File: config.mk
export PLATFORM = sky130hd
export DESIGN_NAME = alsu_out_serializer_flat
export DESIGN_NICKNAME = d
export VERILOG_FILES = /design/src/rtl/alsu_out_serializer_pkg.sv /design/src/rtl/alsu_out_serializer_if.sv /design/src/rtl/alsu_out_serializer_sync_fifo.sv /design/src/rtl/alsu_out_serializer.sv /design/src/flat_wrapper.sv
export SDC_FILE = /design/constraint.sdc
export NUM_CORES = 1
export LEC_CHECK = 0
export CORE_ASPECT_RATIO = 0.75
export CORE_MARGIN = 5
export CORE_UTILIZATION = 45
export DETAILED_ROUTE_END_ITERATION = 10
export PLACE_DENSITY = 0.7
export SLEW_MARGIN = 20
export SYNTH_ARGS = -nofsm -noshare
export SYNTH_HDL_FRONTEND = slang
export SYNTH_SLANG_ARGS = --single-unit
File: constraint.sdc
create_clock -name clk -period 5.6 [get_ports clk]
set_clock_uncertainty 0.1 [all_clocks]
set_input_delay 1.12 -clock clk [delete_from_list [all_inputs] [get_ports clk]]
set_output_delay 1.12 -clock clk [all_outputs]
set_load 0.03 [all_outputs]
File: src/rtl/alsu_out_serializer_pkg.sv
// Shared types and constants for the ALSU output serializer.
// Holds the data width, frame length, tx FSM states and FIFO entry type.
package alsu_pkg;

  localparam int ALSU_DW    = 6;
  localparam int FRAME_BITS = 10;

  typedef enum logic [2:0] {
    IDLE,
    START,
    DATA,
    ERR,
    PAR,
    STOP
  } tx_state_t;

  typedef struct packed {
    logic               err;
    logic [ALSU_DW-1:0] data;
  } entry_t;

  // Even parity over the whole entry (err and data).
  function automatic logic even_parity(entry_t e);
    return ^e;
  endfunction

endpackage

File: src/rtl/alsu_out_serializer_if.sv
// Sample-in handshake between the ALSU and the output serializer.
// master drives in_valid/in_data/in_err; slave returns in_ready.
interface alsu_out_serializer_if;
  import alsu_pkg::*;

  logic               in_valid;
  logic [ALSU_DW-1:0] in_data;
  logic               in_err;
  logic               in_ready;

  modport master (
    output in_valid,
    output in_data,
    output in_err,
    input  in_ready
  );

  modport slave (
    input  in_valid,
    input  in_data,
    input  in_err,
    output in_ready
  );

endinterface

File: src/rtl/alsu_out_serializer_sync_fifo.sv
// Single-clock FIFO with occupancy count; writes while full are dropped.
// Ports: clk, rst (sync, active-low), push/wr_data, pop/rd_data, full, empty, count.
module alsu_sync_fifo #(
  parameter int WIDTH = 7,
  parameter int DEPTH = 8
) (
  input  logic                   clk,
  input  logic                   rst,
  input  logic                   push,
  input  logic [WIDTH-1:0]       wr_data,
  input  logic                   pop,
  output logic [WIDTH-1:0]       rd_data,
  output logic                   full,
  output logic                   empty,
  output logic [$clog2(DEPTH):0] count
);

  localparam int AW = $clog2(DEPTH);
  localparam int CW = AW + 1;

  logic [WIDTH-1:0] mem [DEPTH];
  logic [AW-1:0]    wptr;
  logic [AW-1:0]    rptr;
  logic             do_push;
  logic             do_pop;

  assign full    = (count == CW'(DEPTH));
  assign empty   = (count == '0);
  assign do_push = push && !full;
  assign do_pop  = pop && !empty;
  assign rd_data = mem[rptr];

  always_ff @(posedge clk) begin
    if (!rst) begin
      wptr  <= '0;
      rptr  <= '0;
      count <= '0;
    end else begin
      if (do_push)
        wptr <= wptr + AW'(1);
      if (do_pop)
        rptr <= rptr + AW'(1);
      unique case ({do_push, do_pop})
        2'b10:   count <= count + CW'(1);
        2'b01:   count <= count - CW'(1);
        default: count <= count;
      endcase
    end
  end

  always_ff @(posedge clk) begin
    if (rst && do_push)
      mem[wptr] <= wr_data;
  end

endmodule

File: src/rtl/alsu_out_serializer.sv
// Buffers tagged ALSU results and shifts them out as 10-bit framed serial words.
// Ports: clk, rst (sync, active-low), up (sample handshake), tx, busy, overflow, count.
module alsu_out_serializer #(
  parameter int DEPTH    = 8,
  parameter int BAUD_DIV = 4
) (
  input  logic                   clk,
  input  logic                   rst,
  alsu_out_serializer_if.slave   up,
  output logic                   tx,
  output logic                   busy,
  output logic                   overflow,
  output logic [$clog2(DEPTH):0] count
);
  import alsu_pkg::*;

  localparam int BW = (BAUD_DIV > 1) ? $clog2(BAUD_DIV) : 1;
  localparam logic [BW-1:0] BAUD_LAST = BW'(BAUD_DIV - 1);
  localparam logic [2:0]    BIT_LAST  = 3'(ALSU_DW - 1);

  tx_state_t          state;
  logic [BW-1:0]      baud;
  logic [2:0]         bitcnt;
  logic [ALSU_DW-1:0] shift;
  logic               err_q;
  logic               par_q;
  entry_t             wr_entry;
  entry_t             head;
  logic               full;
  logic               empty;
  logic               pop;
  logic               bit_end;

  assign wr_entry    = {up.in_err, up.in_data};
  assign up.in_ready = !full;
  assign pop         = (state == IDLE) && !empty;
  assign bit_end     = (baud == BAUD_LAST);

  alsu_sync_fifo #(
    .WIDTH ($bits(entry_t)),
    .DEPTH (DEPTH)
  ) u_fifo (
    .clk     (clk),
    .rst     (rst),
    .push    (up.in_valid),
    .wr_data (wr_entry),
    .pop     (pop),
    .rd_data (head),
    .full    (full),
    .empty   (empty),
    .count   (count)
  );

  always_ff @(posedge clk) begin
    if (!rst)
      overflow <= 1'b0;
    else if (up.in_valid && full)
      overflow <= 1'b1;
  end

  // tx and busy are registered alongside the state so the
  // line never glitches on a state change.
  always_ff @(posedge clk) begin
    if (!rst) begin
      state  <= IDLE;
      tx     <= 1'b1;
      busy   <= 1'b0;
      baud   <= '0;
      bitcnt <= '0;
      shift  <= '0;
      err_q  <= 1'b0;
      par_q  <= 1'b0;
    end else begin
      if (state != IDLE)
        baud <= bit_end ? '0 : baud + BW'(1);
      unique case (state)
        IDLE: begin
          baud <= '0;
          if (!empty) begin
            shift <= head.data;
            err_q <= head.err;
            par_q <= even_parity(head);
            state <= START;
            tx    <= 1'b0;
            busy  <= 1'b1;
          end
        end
        START: begin
          if (bit_end) begin
            state  <= DATA;
            tx     <= shift[0];
            bitcnt <= '0;
          end
        end
        DATA: begin
          if (bit_end) begin
            if (bitcnt == BIT_LAST) begin
              state <= ERR;
              tx    <= err_q;
            end else begin
              shift  <= shift >> 1;
              tx     <= shift[1];
              bitcnt <= bitcnt + 3'd1;
            end
          end
        end
        ERR: begin
          if (bit_end) begin
            state <= PAR;
            tx    <= par_q;
          end
        end
        PAR: begin
          if (bit_end) begin
            state <= STOP;
            tx    <= 1'b1;
          end
        end
        STOP: begin
          if (bit_end) begin
            state <= IDLE;
            tx    <= 1'b1;
            busy  <= 1'b0;
          end
        end
        default: begin
          state <= IDLE;
          tx    <= 1'b1;
          busy  <= 1'b0;
        end
      endcase
    end
  end

endmodule

File: src/flat_wrapper.sv
// flat-port wrapper written by rule: the top's interface ports become plain ports
module alsu_out_serializer_flat import alsu_pkg::*;
#(
  parameter int DEPTH    = 8,
  parameter int BAUD_DIV = 4
)
  (clk, rst, tx, busy, overflow, count, up_in_valid, up_in_data, up_in_err, up_in_ready);
  alsu_out_serializer_if up_i ();
  input  logic clk;
  input  logic rst;
  output logic tx;
  output logic busy;
  output logic overflow;
  output logic [$clog2(DEPTH):0] count;
  input wire logic [$bits(up_i.in_valid)-1:0] up_in_valid;
  input wire logic [$bits(up_i.in_data)-1:0] up_in_data;
  input wire logic [$bits(up_i.in_err)-1:0] up_in_err;
  output wire logic [$bits(up_i.in_ready)-1:0] up_in_ready;
  assign up_i.in_valid = up_in_valid;
  assign up_i.in_data = up_in_data;
  assign up_i.in_err = up_in_err;
  assign up_in_ready = up_i.in_ready;
  alsu_out_serializer #(.DEPTH(DEPTH), .BAUD_DIV(BAUD_DIV)) u_core (.clk(clk), .rst(rst), .up(up_i), .tx(tx), .busy(busy), .overflow(overflow), .count(count));
endmodule
[Word level (Yosys, flattened, before mapping)]
Memories as Yosys holds them, arrays and structs flattened. A register that Yosys moved wholly into a read port is not among the register bits.
Cells that the tools add are included.
Cells by class
  add/sub/neg operators: 6
  eq/ne operators: 19
  multiplexer cells: 31
  bitwise logic cells: 3
  reduce and logical (&&, ||, !) cells: 23
Operator list (number)
  two-way mux 3 bit: 11
  two-way mux 6 bit: 3
  case mux 3 bit (6 select lines): 1
  != test 2 x 1 -> 1 bit (second input constant): 7
  case mux 6 bit (2 select lines): 1
  two-way mux 1 bit: 10
  adder 3 x 1 -> 3 bit (second input constant): 3
  == test 3 bit (second input constant): 3
  case mux 4 bit (2 select lines): 1
  AND reduction 4 bit: 2
  AND reduction 7 bit: 1
  XOR reduction 7 bit: 1
  == test 3 x 2 -> 1 bit (second input constant): 2
  case mux 3 bit (2 select lines): 1
  nonzero test 2 bit: 3
  logical AND 1 bit: 5
  case mux 1 bit (5 select lines): 1
  AND reduction 5 bit: 1
  adder 4 x 1 -> 4 bit (second input constant): 1
  == test 2 bit (second input constant): 2
  == test 4 bit (second input constant): 1
  logical NOT 4 bit: 1
  != test 2 bit (second input constant): 2
  OR reduction 2 bit: 2
  other kinds (13): 16
Storage, ports and cells
  bits in registers: 29
  memory bits (writable): 56
  input port bits: 10
  output and inout port bits: 8
  memories kept: 1
Memory list
  u_core.u_fifo.mem: depth 8, width 7, read ports 1, clocked after Yosys merged registers in 1, wr ports 1, line alsu_out_serializer_sync_fifo.sv:21  | logic [WIDTH-1:0] mem [DEPTH];

[Logic depth before layout (Yosys ltp)]
Gate-level depths: netlist (run 1).
  depth after elaboration: 6
  gate-level depth with buffers: 11
  mapped depth without buffers: 10

[By module]
Synthesis (run 1) repeated with hierarchy kept, for this count alone.
Second synthesis, totals
  cell total of the unflattened synthesis: 279
  area, all modules: 3816.2 µm²
Modules (own cells, without submodules)
  alsu_sync_fifo: times used 1, cells each 160, area an instance 2815.2 µm², seq. area each 1941.9 µm²
  alsu_out_serializer: times used 1, cells each 119, area an instance 1001.0 µm², seq. area each 380.4 µm²

[Worst setup path before layout (run 1)]
Ideal clock, no wire load.
  kind: register -> register
  start: reg u_core.u_fifo.count[1]
  end: reg u_core.u_fifo.count[2]
  arrival time: 2.730 ns
  required time: 5.430 ns
  setup slack: 2.700 ns
  stages on the path, launching flop included: 11
  path buffers: 1
  clock period less this slack: 2.900 ns
  cells stage by stage: dfxtp_1 -> clkbuf_1 -> nor4_1 -> nor4_2 -> ha_1 -> xor2_1 -> ha_1 -> a21oi_1 -> xor2_1 -> or3_1 -> a21boi_1
On the way
  longest elaborated chain between the ends: 6
  elaborated cells on any way between the ends: 13
  classes of those cells: add/sub (2); eq/ne (3); mux (1); reduce/logical (7)
RTL lines
  start: declaration: line alsu_out_serializer_sync_fifo.sv:15  | output logic [$clog2(DEPTH):0] count
  start signal: assignment: line alsu_out_serializer_sync_fifo.sv:44  | 2'b10: count <= count + CW'(1);
  start signal: assignment: line alsu_out_serializer_sync_fifo.sv:45  | 2'b01: count <= count - CW'(1);
  start signal: assignment: line alsu_out_serializer_sync_fifo.sv:46  | default: count <= count;
  logical NOT 4 bit (*): line alsu_out_serializer_sync_fifo.sv:28  | assign empty = (count == '0);
  logical NOT 1 bit (*): line alsu_out_serializer.sv:36  | assign pop = (state == IDLE) && !empty;
  logical AND 1 bit (*): line alsu_out_serializer.sv:36
  via u_core.pop: line alsu_out_serializer.sv:31  | logic pop;
  logical AND 1 bit (*): line alsu_out_serializer_sync_fifo.sv:30  | assign do_pop = pop && !empty;
  == test 2 x 1 -> 1 bit / == test 2 bit (equally long branches): line alsu_out_serializer_sync_fifo.sv:43  | unique case ({do_push, do_pop})
  case mux 4 bit (2 select lines) / nonzero test 2 bit (equally long branches)
Mark *: on every way through the listed nets, which the timed path passes. The rest lies on a longest branch.
A chain may end at the register's enable or synchronous reset.

[Worst setup path in the final report (run 1)]
  start: in rst
  end: mem u_core.u_fifo.mem[2][3], enable pin
On the way
  longest elaborated chain between the ends: 3
RTL lines
  start: declaration: line flat_wrapper.sv:10  | input logic rst;
  logical AND 1 bit: line alsu_out_serializer_sync_fifo.sv:52  | if (rst && do_push)
  two-way mux 1 bit: line alsu_out_serializer_sync_fifo.sv:52
  two-way mux 1 bit (implied by the code): line alsu_out_serializer_sync_fifo.sv:53  | mem[wptr] <= wr_data;
  end: declaration: line alsu_out_serializer_sync_fifo.sv:21
No other way between the ends.

==> results of run 1 <==
-- state kept, by name, summed over array words and instances, names as in the netlist, named ones only --
name	cells
u_core.par_q	1
u_core.u_fifo.mem	56
u_core.tx	1
u_core.shift	6
u_core.bitcnt	3
u_core.baud	2
u_core.busy	1
u_core.state	3
u_core.u_fifo.rptr	3
u_core.u_fifo.count	4
u_core.overflow	1
u_core.u_fifo.wptr	3
u_core.err_q	1
-- worst max path at each step --
stage / startpoint / cells past startpoint / slack, ps / end
2_1_floorplan: u_core.u_fifo.count[1] / 10 / 2700 / u_core.u_fifo.count[2]
3_3_place_gp: rst / 3 / 1920 / u_core.u_fifo.mem[2][1]
3_5_place_dp: rst / 3 / 1810 / u_core.u_fifo.mem[2][1]
4_1_cts: rst / 3 / 2120 / u_core.u_fifo.mem[2][6]
5_1_grt: rst / 3 / 1960 / u_core.u_fifo.mem[2][6]
6_report: rst / 3 / 2180 / u_core.u_fifo.mem[2][3]
-- routing by layer --
layer	share of wire	up-vias	GRT usage
met3	0.083	9	0.0497
met4	0.0094	0	0.0487
met1	0.47	1072	0.223
li1	-	1030	-
met5	0	-	0
met2	0.43	88	0.205
-- where the power goes --
part           internal [mW]  switching [mW]
Clock                  0.312           0.264
Sequential             0.763          0.0911
Combinational          0.341           0.307
Total                   1.42           0.662
-- synthesized netlist by cell type, types with 6 or more instances --
library cell | count | share of area
edfxtp_1 | 56 | 0.44
dfxtp_1 | 32 | 0.17
nand2_1 | 24 | 0.023
nor2b_1 | 10 | 0.016
a21boi_1 | 9 | 0.018
clkbuf_1 | 9 | 0.0088
nor2_1 | 9 | 0.0088
a21oi_1 | 8 | 0.010
and2_1 | 8 | 0.013
ha_1 | 8 | 0.026
mux2i_1 | 8 | 0.021
mux4_2 | 8 | 0.047
nand2b_1 | 7 | 0.011
nor3_1 | 7 | 0.0091
mux4_1 | 6 | 0.041
-- kinds of logic after synthesis --
family | count (synthesis)
compound gates | 36
mux | 29
buf+inv | 19
xor+xnor | 12
simple gates | 77
fa+ha+maj | 8
flops | 88
-- layout by cell type, fill, tap and decap left out, types with 3 or more instances in the layout --
cell type / Yosys / layout
inv_6: 0 / 3
dfxtp_1: 32 / 32
clkbuf_16: 0 / 9
nor3_1: 7 / 7
edfxtp_1: 56 / 56
mux2_2: 3 / 3
nor2_1: 9 / 9
xor2_1: 5 / 5
nor2b_1: 10 / 10
mux4_1: 6 / 6
xnor2_1: 3 / 3
a21oi_1: 8 / 8
o211ai_1: 4 / 4
a21boi_1: 9 / 9
nand2_1: 24 / 24
inv_1: 5 / 5
and2_1: 8 / 8
o21ai_0: 5 / 5
mux2i_1: 8 / 8
clkdlybuf4s50_1: 0 / 17
ha_1: 8 / 8
mux4_2: 8 / 8
nand2b_1: 7 / 7
-- final cells by class --
type	instances	area [sq um]	share of cell area
inverter	6	22.5	0.00516
multi-input combinational	162	1420	0.324
clock buffer	9	225	0.0516
sequential	88	2320	0.532
tap	108	135	0.0309
timing repair buffer	18	178	0.0407
clock inverter	7	68.8	0.0158
-- through the flow --
| step | total power [mW] | instances |
|---|---|---|
| floorplan | 1.37 | 269 |
| global placement | 1.50 | 382 |
| detailed placement | 1.51 | 382 |
| CTS | 2.09 | 398 |
| global route | 2.20 | 398 |
| finish | 2.08 | 398 |
==> impl_metrics.yaml, run 1 <==
global_route:
  track_usage: 0.150
  grt_pass1_wl_um: 11700
  antenna_found_initial: 0
  grt-ovfl-total: 0
  grt_max_degree: 34
  grt_pass1_vias: 2216
logic_synthesis:
  ys_types: 51
  ys_seq_area_frac: 0.605
  yosysWarnings: 0
  syn_inst: 269
  syn-cell-area_sq_um: 3840
  synth_compound_area_frac: 0.0620
  synthSimpleGateAreaFrac: 0.106
  synth_top_family_by_area: "multiplexers"
  postSynthAreaPerCell_sq_um: 14.3
  synth_fa_ha_area_frac: 0.0261
  ys.flop_type: "edfxtp_1"
  synth_nets: 287
  synth_xor_area_frac: 0.0388
  synth-seq-cells: 88
  synth.area.mux_share: 0.136
  async_reset_ff_frac: 0
  synth_edf_count: 56
die:
  fp.dieW_um: 117
  io_pins: 18
  die-area_sq_um: 10500
  core_region_area_sq_um: 8380
  initial_core_util: 0.458
  std_cell_rows: 29
  die_h_um: 90.0
clocking:
  clk_path_buf_depth: 2
  cts_hold_buf: 0
  path_clk_slew_ps: 70
  cts_root_buffer: "clkbuf_16"
  cts_tree: "done"
  numCtsBuffers: 9
  clk_latency_ps: 330
  post_cts_buffers: 0
  cts_repair_resize_count: 0
  htreeDepth: 3
  cts.sinks: 88
setup_path:
  regToRegSetupSlack_ps: 2830
  reg2reg_depth: 10
  critical_path.top_delay_family: "buffers and inverters"
  path_max_fanout: 33
  arrival_ps: 3270
  critPathRequiredTime_ps: 5460
  crit_chain: "clkdlybuf4s50_1 > nand2_1 > nor3_1"
  crit_type: "primary input to flip-flop"
  timing.rr.start: "u_core.u_fifo.count[0]"
  crit_slowest_cell: "clkdlybuf4s50_1"
  timing.rr.end: "u_core.u_fifo.count[2]"
  cp.buffers_inverters: 1
  cp_slowest_stage_delay_ps: 1120
  cp-start-kind: "primary input"
  end_kind: "flip-flop"
finish:
  postLayoutCoreUtil: 0.521
  drive_above_1_share: 0.124
  antenna_cells: 0
  nFillCells: 684
  nNetsFinal: 303
  area_growth_pct: 13.9
  design_area_sq_um: 4370
place:
  portBuffers: 17
  dp_hpwl_um: 4890
  place.gp.congestion: 0.831
  place_area_sq_um: 4070
  place_ws_ps: 1810
sta:
  rsz0062_at_grt: "no"
  fin_crit_sh: 0.610
  fin_hold_ws_ps: 333
  slew_headroom: 0.302
  maxSlewViolCount: 0
  setup_ws_ps: 2180
  timing.final.crit_period_ps: 3420
  worstMarginPinSlew_ps: 1040
  fmax_mhz: 293
  tns_ps: 0
  finalHoldViolCount: 0
  setup_viol: 0
min_path:
  hp-start: "u_core.baud[0]"
  hold_class: "flip-flop to flip-flop"
  min_path_cells: 1
  hold_end: "u_core.baud[0]"
power:
  p_leak_nw: 1.50
  p_per_area_nw_per_um2: 476
  max-vdd-ir-drop_uv: 395
routing:
  initialDrtViolationCount: 118
  ant_nets: 0
  routed_wl_um: 7240
  via_per_inst: 5.53
  drc: 0
  post_drt_wl_per_cell_um: 18.2
  vias: 2199
  first_pass_iters: 4
status:
  status: "finished, final reports clean"
run:
  max-cap-violations: 0
Power figures use the tool's default switching activity.
==> run 2, diff against run 1 <==
--- a/config.mk
+++ b/config.mk
@@ -9,7 +9,7 @@
 export CORE_MARGIN = 5
 export CORE_UTILIZATION = 45
 export DETAILED_ROUTE_END_ITERATION = 10
-export PLACE_DENSITY = 0.7
+export PLACE_DENSITY = 0.73
 export SLEW_MARGIN = 20
 export SYNTH_ARGS = -nofsm -noshare
 export SYNTH_HDL_FRONTEND = slang
==> constraint.sdc (replaced) <==
create_clock -name clk -period 3.1 [get_ports clk]
set_clock_uncertainty 0.1 [all_clocks]
set_input_delay 0.62 -clock clk [delete_from_list [all_inputs] [get_ports clk]]
set_output_delay 0.62 -clock clk [all_outputs]
set_load 0.03 [all_outputs]
==> run 2 against run 1 <==
  * Wire length is 2.2% higher
  * Sequential power grew 76%
  * Combinational power up 96%
  * Setup slack worse by 1800 ps
  * Non-clock buffer count increased by 13
  * Largest cell class unchanged
  * Largest power group unchanged
==> impl_metrics.yaml, run 2 (synthesized netlist as in run 1, its figures left out) <==
power:
  pwr-share-clk: 0.313
  max-vdd-ir-drop_uv: 653
  p_leak_nw: 1.60
  p_per_area_nw_per_um2: 892
  intPower_mw: 2.81
  switching_share: 0.303
  seqPwrFrac: 0.372
  combPwrFrac: 0.316
  power.switching_mw: 1.22
  power.total_mw: 4.03
finish:
  area_growth_pct: 17.8
  fin_cells: 411
  nNetsFinal: 316
  drive_above_1_share: 0.162
  top_regs: "u_core.u_fifo.mem x56, u_core.shift x6, u_core.u_fifo.count x4"
  nFillCells: 658
  postLayoutCoreUtil: 0.539
  antenna_cells: 0
  final_cell_mix: "edfxtp_1 (56), dfxtp_1 (32), nand2_1 (24)"
  regMostFlops: "u_core.u_fifo.mem"
  largest_register_ffs: 56
  mostFrequentLayoutCell: "edfxtp_1"
min_path:
  min_path_cells: 1
  hp-start: "u_core.baud[0]"
  hold_class: "flip-flop to flip-flop"
  hold_end: "u_core.baud[0]"
die:
  std_cell_rows: 29
  fp.dieW_um: 117
  core_region_area_sq_um: 8380
  initial_core_util: 0.458
  die_h_um: 90.0
  die-area_sq_um: 10500
  io_pins: 18
routing:
  drc: 0
  routed_wl_um: 7400
  via_per_inst: 5.48
  ant_nets: 0
  vias: 2251
  post_drt_wl_per_cell_um: 18.0
  initialDrtViolationCount: 126
  first_pass_iters: 4
setup_path:
  reg2reg_depth: 9
  timing.rr.end: "u_core.u_fifo.count[2]"
  path_max_fanout: 8
  regToRegSetupSlack_ps: 410
  cp-start-kind: "flip-flop"
  arrival_ps: 2860
  timing.rr.start: "u_core.u_fifo.count[0]"
  critPathRequiredTime_ps: 3270
  crit_type: "flip-flop to flip-flop"
  setup.worst_path.start: "u_core.u_fifo.count[0]"
  end_kind: "flip-flop"
sta:
  fmax_mhz: 372
  tns_ps: 0
  maxSlewViolCount: 0
  setup_viol: 0
  rsz0062_at_grt: "no"
  timing.final.crit_period_ps: 2690
  finalHoldViolCount: 0
  slew_headroom: 0.493
  worstMarginPinSlew_ps: 753
  fin_crit_sh: 0.868
global_route:
  grt-ovfl-total: 0
  use_met2: 0.232
  busiest_layer: "met2"
  antenna_found_initial: 0
  met1_usage: 0.210
  grt_max_degree: 33
  grt_pass1_vias: 2307
  grtUsageMet3: 0.0483
  track_usage: 0.153
  grt_pass1_wl_um: 12200
clocking:
  clk_path_buf_depth: 2
  cts.sinks: 88
  numCtsBuffers: 9
  cts_hold_buf: 0
  cts_root_buffer: "clkbuf_16"
  htreeDepth: 3
  path_clk_slew_ps: 60
  clk_latency_ps: 340
  cts_tree: "done"
  cts_repair_resize_count: 0
  post_cts_buffers: 0
run:
  max-cap-violations: 0
place:
  dpl.cell_count: 395
  dp_hpwl_um: 4580
  portBuffers: 17
  place.gp.congestion: 0.722
status:
  status: "finished, final reports clean"
## run 2: cell types whose count changed in the layout (fill, tap and decap cells not counted)
cell | before | now
buf_4 | 1 | 14
bufinv_16 | 0 | 3
clkinv_8 | 1 | 0
clkinvlp_4 | 2 | 1
inv_8 | 1 | 0
## run 2: routing by layer
layer  share of wire  up-vias
met5               0        -
met4           0.023        0
met3           0.063       16
met2            0.46       73
met1            0.45     1103
li1                -     1059
## run 2: power groups by stage
stage | registers [mW] | logic (mW) | clock network (mW)
finish | 1.50 | 1.27 | 1.26
CTS | 1.50 | 1.28 | 1.27
floorplan | 1.53 | 0.939 | 0
detailed placement | 1.52 | 1.26 | 0
global route | 1.52 | 1.38 | 1.33
global placement | 1.51 | 1.22 | 0
## run 2: area by class of cell
class / instances / area (sq um) / area share
Multi-Input combinational cell: 162 / 1420 / 0.313
Sequential cell: 88 / 2320 / 0.514
Clock buffer: 9 / 225 / 0.0498
Clock inverter: 7 / 124 / 0.0274
Inverter: 6 / 22.5 / 0.00498
Timing Repair Buffer: 31 / 275 / 0.0609
Tap cell: 108 / 135 / 0.0299
## run 2: how the worst max path moves through the flow
stage,end,slack (ps),depth (start not counted)
finish,u_core.u_fifo.count[2],410,9
global placement,u_core.u_fifo.count[2],330,10
CTS,up_in_ready,370,3
detailed placement,u_core.u_fifo.count[2],270,10
global route,u_core.u_fifo.count[2],210,9
floorplan,u_core.u_fifo.count[2],200,10
## run 2: worst max-delay path, cell delays in order, from the launching register on
cell and delay [ps]:
dfxtp_1 380, nor4_1 690, nor4_2 120, ha_1 290, xor2_1 160, ha_1 180, a21oi_1 140, xor2_1 100
or3_1 320, a21boi_1 140
## run 2: through the flow
| stage | cell area, sq um | setup WS, ps | hold slack (ps) |
|---|---|---|---|
| floorplan | 3840 | 200 | 307 |
| global placement | 4170 | 329 | 317 |
| detailed placement | 4170 | 273 | 328 |
| CTS | 4520 | 374 | 336 |
| global route | 4520 | 210 | 354 |
| finish | 4520 | 409 | 332 |
==> run 3, diff against run 2 <==
--- a/config.mk
+++ b/config.mk
@@ -8,8 +8,8 @@
 export CORE_ASPECT_RATIO = 0.75
 export CORE_MARGIN = 5
 export CORE_UTILIZATION = 45
+export CTS_CLUSTER_DIAMETER = 60
 export DETAILED_ROUTE_END_ITERATION = 10
-export PLACE_DENSITY = 0.73
 export SLEW_MARGIN = 20
 export SYNTH_ARGS = -nofsm -noshare
 export SYNTH_HDL_FRONTEND = slang
==> run 3 against run 2 <==
  * Setup slack improved by 60 ps
  * Sequential cell count unchanged
  * Wire length decreased by 7.6%
  * Register-to-register slack improved by 140 ps
  * Largest power group unchanged
  * Count of clock-buffer cells in the layout unchanged
  * Clock power decreased by 7%
  * Cell area decreased by 0.47%
  * Utilization decreased by 0.25 points
  * Maximum frequency increased by 2.3%
  * Non-clock buffer count unchanged
  * Final cell count unchanged
  * Critical path depth decreased by 6
==> impl_metrics.yaml, run 3 (synthesized netlist as in run 1, its figures left out) <==
die:
  fp.dieW_um: 117
  die-area_sq_um: 10500
  die_h_um: 90.0
  core_region_area_sq_um: 8380
  std_cell_rows: 29
  io_pins: 18
  initial_core_util: 0.458
clocking:
  htreeDepth: 3
  cts_root_buffer: "clkbuf_16"
  cts_tree: "done"
  post_cts_buffers: 0
  cts_repair_resize_count: 0
  numCtsBuffers: 9
  path_clk_slew_ps: 60
  cts_hold_buf: 0
  cts.sinks: 88
  clk_path_buf_depth: 2
  clk_latency_ps: 340
run:
  max-cap-violations: 0
routing:
  vias: 2187
  via_per_inst: 5.32
  post_drt_wl_per_cell_um: 16.6
  wl_met3_um: 290
  highest_layer: "met4"
  m1WireLength_um: 3370
  wl_met2_um: 3100
  ant_nets: 0
  drc: 0
  routed_wl_um: 6840
  first_pass_iters: 5
  initialDrtViolationCount: 99
sta:
  tns_ps: 0
  maxSlewViolCount: 0
  rsz0062_at_grt: "no"
  setup_viol: 0
  worstMarginPinSlew_ps: 645
  finalHoldViolCount: 0
  setup_ws_ps: 469
  slew_headroom: 0.566
  timing.final.crit_period_ps: 2630
  fmax_mhz: 380
  fin_crit_sh: 0.849
setup_path:
  cp-start-kind: "flip-flop"
  end_kind: "output port"
  arrival_ps: 1910
  crit_type: "flip-flop to output port"
  cp_slowest_stage_delay_ps: 610
  path_max_fanout: 8
  critPathRequiredTime_ps: 2380
  cp.buffers_inverters: 2
  critical_path.top_delay_family: "buffers and inverters"
  crit_slowest_cell: "clkdlybuf4s50_1"
  crit_chain: "nor4b_1 > inv_1 > clkdlybuf4s50_1"
finish:
  final_cell_mix: "edfxtp_1 (56), dfxtp_1 (32), nand2_1 (24)"
  nFillCells: 698
  mostFrequentLayoutCell: "edfxtp_1"
  largest_register_ffs: 56
  area_growth_pct: 17.3
  antenna_cells: 0
  top_regs: "u_core.u_fifo.mem x56, u_core.shift x6, u_core.u_fifo.count x4"
  regMostFlops: "u_core.u_fifo.mem"
  multi_input_area_sq_um: 1420
  drive_above_1_share: 0.162
  seq_area_sq_um: 2320
  fin_cells: 411
  nNetsFinal: 316
global_route:
  grt-ovfl-total: 0
  grt_pass1_wl_um: 11300
  grt_max_degree: 29
  antenna_found_initial: 0
  track_usage: 0.143
  grt_pass1_vias: 2173
place:
  place.gp.congestion: 0.727
  dp_hpwl_um: 4610
  portBuffers: 17
  dpl.cell_count: 395
  place_ws_ps: 304
power:
  intPower_mw: 2.73
  switching_share: 0.299
  p_leak_nw: 1.59
  power.switching_mw: 1.16
  combPwrFrac: 0.315
  pwr-share-clk: 0.301
  max-vdd-ir-drop_uv: 518
  seqPwrFrac: 0.384
  p_per_area_nw_per_um2: 865
  power.total_mw: 3.89
status:
  status: "finished, final reports clean"
min_path:
  hold_class: "flip-flop to flip-flop"
run 3: cell types whose count changed in the layout (fill, tap and decap cells not counted), sizes merged:
| cell | delta |
|---|---|
| clkinvlp | -1 |
| clkinv | +3 |
| bufinv | -1 |
| inv | -1 |
run 3: through the flow:
step / instance area (sq um) / hold WS, ps / util
final: 4500 / 327 / 0.537
after global routing: 4500 / 347 / 0.537
after CTS: 4500 / 335 / 0.537
after detailed placement: 4170 / 326 / 0.498
after global placement: 4170 / 317 / 0.498
after floorplan: 3840 / 307 / -
run 3: worst paths after layout:
path	from	end	depth (start not counted)	slack [ps]
max	u_core.u_fifo.count[0]	up_in_ready	3	470
min	u_core.baud[0]	u_core.baud[0]	1	330
max reg2reg	u_core.u_fifo.count[0]	u_core.u_fifo.count[2]	9	550
min reg2reg	u_core.baud[0]	u_core.baud[0]	1	330
run 3: metal layers:
metal / vias up / track usage
li1: 1057 / -
met1: 1089 / 0.203
met2: 34 / 0.210
met3: 7 / 0.0450
met4: 0 / 0.0401
met5: - / 0
run 3: area by class of cell:
class,instances,share of cell area
clock inverter,7,0.0228
inverter,6,0.00501
sequential,88,0.516
timing repair buffer,31,0.0612
clock buffer,9,0.0501
tap,108,0.0300
multi-input combinational,162,0.315
run 3: power groups by stage:
stage	clock network [mW]	registers, mW	logic (mW)
3_5_place_dp	0	1.52	1.24
6_report	1.17	1.49	1.23
4_1_cts	1.19	1.49	1.24
2_1_floorplan	0	1.53	0.939
3_3_place_gp	0	1.52	1.23
5_1_grt	1.25	1.51	1.35
==> variant 1, RTL diff (settings of run 3) <==
`DEPTH` is set to 8 in 3 places; all go to 4.
--- a/src/rtl/alsu_out_serializer_sync_fifo.sv
+++ b/src/rtl/alsu_out_serializer_sync_fifo.sv
@@ -3,5 +3,5 @@
 module alsu_sync_fifo #(
   parameter int WIDTH = 7,
-  parameter int DEPTH = 8
+  parameter int DEPTH = 4
 ) (
   input  logic                   clk,
--- a/src/rtl/alsu_out_serializer.sv
+++ b/src/rtl/alsu_out_serializer.sv
@@ -2,5 +2,5 @@
 // Ports: clk, rst (sync, active-low), up (sample handshake), tx, busy, overflow, count.
 module alsu_out_serializer #(
-  parameter int DEPTH    = 8,
+  parameter int DEPTH    = 4,
   parameter int BAUD_DIV = 4
 ) (
--- a/src/flat_wrapper.sv
+++ b/src/flat_wrapper.sv
@@ -2,5 +2,5 @@
 module alsu_out_serializer_flat import alsu_pkg::*;
 #(
-  parameter int DEPTH    = 8,
+  parameter int DEPTH    = 4,
   parameter int BAUD_DIV = 4
 )
Ports: changed (resized count); port bits go from 18 to 17. The function was not compared with the original's and may differ.
==> variant 1 against run 3 <==
Largest power group unchanged; critical path type unchanged; worst setup slack gained 73 ps; sequential cell count down 32; sequential share of layout area is 1.5 points lower; wire length shrank 31%; critical path depth fell by 1; hold slack improved by 24 ps; total power fell by 42%; area after synthesis fell by 35%; synthesized cell count is 26% lower; design area fell by 38%.
==> variant 1: results (changes against run 3) <==
<table>
<tr><th>Metric</th><th>Value</th></tr>
<tr><th colspan="2">Detailed routing</th></tr>
<tr><td>Drt initial violations</td><td>122 (+23%)</td></tr>
<tr><td>Met3 WL</td><td>172 um (-41%)</td></tr>
<tr><td>Post-DR wirelength/cell</td><td>16.56 um (-0.50%)</td></tr>
<tr><td>Met2 wire len</td><td>2.306 mm (-26%)</td></tr>
<tr><th colspan="2">Final layout</th></tr>
<tr><td>Regs by FF count</td><td>u_core.u_fifo.mem: 28 flops, u_core.shift: 6 flops</td></tr>
<tr><td>Fraction of final layout cells with drive strength greater than 1</td><td>8.962% (-7.2 points)</td></tr>
<tr><td>Nets</td><td>230 (-27%)</td></tr>
<tr><th colspan="2">Worst setup path</th></tr>
<tr><td>Arrival time worst endpoint</td><td>1840 ps (-70 ps)</td></tr>
<tr><th colspan="2">Clock tree</th></tr>
<tr><td>Clock network latency to the later pin of the worst-skew pair</td><td>310 ps (-30 ps)</td></tr>
<tr><td>Clock H-tree levels</td><td>2 (-1)</td></tr>
<tr><td>Root Buffer Master</td><td>sky130_fd_sc_hd__clkbuf_8</td></tr>
<tr><th colspan="2">Yosys</th></tr>
<tr><td>Area share of fa/ha/maj cells after synthesis</td><td>4.817% (+2.2 points)</td></tr>
<tr><td>Portion of the post-synthesis area used by sequential elements</td><td>56.20% (-4.3 points)</td></tr>
<tr><td>Post-Syn Nets</td><td>217 (-24%)</td></tr>
<tr><td>Cell variety after synth</td><td>42 (-18%)</td></tr>
<tr><td>Post-synthesis xor/xnor area fraction</td><td>4.917% (+1.0 points)</td></tr>
<tr><td>Post-synthesis compound-gate area fraction</td><td>10.79% (+4.6 points)</td></tr>
<tr><td>EDFF count, synth</td><td>28 (-50%)</td></tr>
<tr><th colspan="2">Global routing</th></tr>
<tr><td>Global-route wire length before repair</td><td>7.838 mm (-31%)</td></tr>
<tr><td>Maximum number of pins on one net before global-route repair</td><td>24 (-17%)</td></tr>
<tr><td>Grt met1 use</td><td>19.64% (-0.69 points)</td></tr>
<tr><td>Routing usage on met3</td><td>4.044% (-0.45 points)</td></tr>
<tr><td>GRT Util Overall</td><td>14.52% (+0.26 points)</td></tr>
<tr><td>Vias in the first global route</td><td>1600 (-26%)</td></tr>
<tr><th colspan="2">Placement</th></tr>
<tr><td>Cell area reported after detailed placement</td><td>2704 um2 (-35%)</td></tr>
<tr><td>Global placement routability congestion</td><td>0.7798 (+7.2%)</td></tr>
<tr><th colspan="2">Outcome</th></tr>
<tr><td>Run status</td><td>finished, final reports clean</td></tr>
<tr><th colspan="2">Power and ir drop</th></tr>
<tr><td>Leakage</td><td>1.027 nW (-36%)</td></tr>
<tr><th colspan="2">STA</th></tr>
<tr><td>Transition at the pin with the smallest max-transition slack</td><td>785.9 ps (+141.0 ps)</td></tr>
</table>
[variant 1: cell types whose count changed in the layout (fill, tap and decap cells not counted), moves of 9 or more]
cell / change
sky130_fd_sc_hd__clkbuf_16: -9
sky130_fd_sc_hd__nand2_1: -17
sky130_fd_sc_hd__a21oi_1: +10
sky130_fd_sc_hd__buf_4: -13
sky130_fd_sc_hd__edfxtp_1: -28
sky130_fd_sc_hd__a21boi_1: -9
[variant 1: power by group through the flow]
stage	clock network, W	registers (W)	logic (W)
floorplan	0	0.00103	0.000636
global placement	0	0.00102	0.000815
detailed placement	0	0.00103	0.000852
CTS	0.000411	0.00102	0.000857
global route	0.000441	0.00104	0.000936
finish	0.000401	0.00102	0.000850
[variant 1: layout make-up]
cell class / count / share of cell area, %
Sequential cell: 56 / 50.16
Multi-Input combinational cell: 124 / 36.32
Timing Repair Buffer: 17 / 6.001
Tap cell: 75 / 3.359
Clock buffer: 5 / 2.463
Inverter: 7 / 0.9404
Clock inverter: 3 / 0.7613
[variant 1: worst paths after layout]
| check | slack, ps | endpoint | start |
|---|---|---|---|
| setup / recovery | 540 | up_in_ready | u_core.u_fifo.count[2] |
| hold / removal | 350 | u_core.baud[0] | u_core.baud[0] |
| setup reg to reg | 550 | u_core.u_fifo.count[2] | u_core.state[2] |
| hold reg to reg | 350 | u_core.baud[0] | u_core.baud[0] |
[variant 1: kinds of logic after synthesis]
group,Yosys count
simple gates,49
xor+xnor,10
buf+inv,18
mux,15
fa+ha+maj,9
flops,56
compound gates,41
[variant 1: through the flow]
step                      setup slack (ps)  hold slack (ps)  cells  util, %
after floorplan                      462.8            308.0    198        -
after global placement               354.4            319.4    279    50.51
after CTS                            534.4            346.2    287    52.20
final                                542.2            351.2    287    52.20
after global routing                 362.2            372.1    287    52.20
after detailed placement             236.8            323.2    279    50.51
==> variant 2, RTL diff (settings of run 3) <==
Made on the original files. Register the output `overflow` once more; this adds one clock of latency there. The other outputs are not delayed to match.
--- a/src/rtl/alsu_out_serializer.sv
+++ b/src/rtl/alsu_out_serializer.sv
@@ -18,4 +18,6 @@
   localparam logic [BW-1:0] BAUD_LAST = BW'(BAUD_DIV - 1);
   localparam logic [2:0]    BIT_LAST  = 3'(ALSU_DW - 1);
+
+  logic overflow_s0;
 
   tx_state_t          state;
@@ -54,7 +56,7 @@
   always_ff @(posedge clk) begin
     if (!rst)
-      overflow <= 1'b0;
+      overflow_s0 <= 1'b0;
     else if (up.in_valid && full)
-      overflow <= 1'b1;
+      overflow_s0 <= 1'b1;
   end
 
@@ -133,4 +135,8 @@
   end
 
+  always_ff @(posedge clk) begin
+    overflow <= overflow_s0;
+  end
+
 endmodule
 
Function: same outputs for any inputs over 10 cycles, from zero or initial values and one cycle with rst low; that may be too few to reach the edited logic, so the function may still have changed.
==> variant 2 against run 3 <==
Design area shrank 1.7%; first-iteration DRC count grew 29%; sequential cell count grew 1; worst setup slack gained 100 ps; non-clock buffer count shrank 1; area after synthesis grew 0.42%; wire length shrank 0.16%; total power shrank 4.2%.
==> variant 2: results (changes against run 3) <==
<table>
<tr><th>Metric</th><th>Value</th></tr>
<tr><th colspan="2">STA</th></tr>
<tr><td>Rel. slew slack</td><td>61.35% (+4.7 points)</td></tr>
<tr><td>Hold slack</td><td>258.9 ps (-68.46 ps)</td></tr>
<tr><th colspan="2">Yosys</th></tr>
<tr><td>Post-synthesis xor/xnor area fraction</td><td>3.508% (-0.37 points)</td></tr>
<tr><td>Cell variety after synth</td><td>47 (-7.8%)</td></tr>
<tr><td>Area share of fa/ha/maj cells after synthesis</td><td>2.598% (-0.011 points)</td></tr>
<tr><td>Portion of the post-synthesis area used by sequential elements</td><td>60.80% (+0.26 points)</td></tr>
<tr><td>Multiplexer share of the synthesized area</td><td>12.73% (-0.87 points)</td></tr>
<tr><td>Cell count after synthesis</td><td>271 (+0.74%)</td></tr>
<tr><th colspan="2">Outcome</th></tr>
<tr><td>Run status</td><td>finished, final reports clean</td></tr>
<tr><th colspan="2">Worst hold path</th></tr>
<tr><td>HP Start</td><td>u_core.overflow_s0</td></tr>
<tr><th colspan="2">Final layout</th></tr>
<tr><td>Nets</td><td>318 (+0.63%)</td></tr>
<tr><td>Multi-input gate share of the layout cell area</td><td>31.59% (+0.11 points)</td></tr>
<tr><td>Number of inserted filler cells in the final layout</td><td>732 (+4.9%)</td></tr>
<tr><td>Final non-filler cell area</td><td>4424 um2 (-1.7%)</td></tr>
<tr><td>Seq/total area</td><td>52.94% (+1.3 points)</td></tr>
<tr><td>Share of final layout cell area taken by non-clock buffers</td><td>6.052% (-0.066 points)</td></tr>
<tr><th colspan="2">Placement</th></tr>
<tr><td>Placed cell count</td><td>397 (+0.51%)</td></tr>
<tr><td>Cell area reported after detailed placement</td><td>4154 um2 (-0.42%)</td></tr>
<tr><th colspan="2">Worst setup path</th></tr>
<tr><td>Worst r2r path cells</td><td>7 (-2)</td></tr>
<tr><td>FF-to-FF End</td><td>u_core.par_q</td></tr>
<tr><td>Highest net fanout along the worst path</td><td>7 (-1)</td></tr>
<tr><td>Largest delay contributor family on the critical path</td><td>multiplexers</td></tr>
<tr><th colspan="2">Detailed routing</th></tr>
<tr><td>Post-DR wirelength/cell</td><td>16.57 um (-0.40%)</td></tr>
<tr><td>Drt initial violations</td><td>128 (+29%)</td></tr>
<tr><td>Via count</td><td>2162 (-1.1%)</td></tr>
<tr><th colspan="2">Power and ir drop</th></tr>
<tr><td>Max VDD drop</td><td>0.0004113 V (-21%)</td></tr>
</table>
variant 2: cell types whose count changed in the layout (fill, tap and decap cells not counted), moves of 2 or more:
| cell | change |
|---|---|
| sky130_fd_sc_hd__nand2b_1 | -5 |
| sky130_fd_sc_hd__nand3_1 | +5 |
| sky130_fd_sc_hd__mux4_1 | +4 |
| sky130_fd_sc_hd__mux4_2 | -4 |
| sky130_fd_sc_hd__clkinvlp_4 | +3 |
| sky130_fd_sc_hd__nand2_1 | +3 |
| sky130_fd_sc_hd__xnor2_1 | +3 |
| sky130_fd_sc_hd__a31oi_1 | +2 |
| sky130_fd_sc_hd__bufinv_16 | -2 |
| sky130_fd_sc_hd__inv_1 | -2 |
| sky130_fd_sc_hd__mux2i_4 | -2 |
| sky130_fd_sc_hd__o21ai_1 | -2 |
variant 2: kinds of logic after synthesis:
family                   count (synthesis)
AND/OR/NAND/NOR                         82
multiplexers                            27
buffers and inverters                   15
flip-flops                              89
XOR/XNOR                                13
adder cells (fa/ha/maj)                  8
AO/OA/AOI/OAI                           37
variant 2: how the worst max path moves through the flow:
stage | from | endpoint | slack [ps] | cells after the start
finish | flip-flop | u_core.par_q | 570 | 7
global route | flip-flop | u_core.par_q | 390 | 7
CTS | flip-flop | u_core.par_q | 540 | 7
detailed placement | up_in_valid | u_core.u_fifo.count[2] | 290 | 9
global placement | up_in_valid | u_core.u_fifo.count[2] | 340 | 9
floorplan | u_core.u_fifo.count[1] | u_core.u_fifo.count[2] | 300 | 9
variant 2: power by group:
group	internal [W]	switching [W]
Clock	0.000541	0.000447
Combinational	0.000613	0.000594
Sequential	0.00139	0.000139
variant 2: per-layer routing:
layer	vias to the layer above	wire (um)	GRT usage [%]
met4	0	121	5.731
met2	32	3019	19.60
met5	-	0	0
li1	1071	-	-
met1	1048	3469	20.90
met3	11	218	3.624
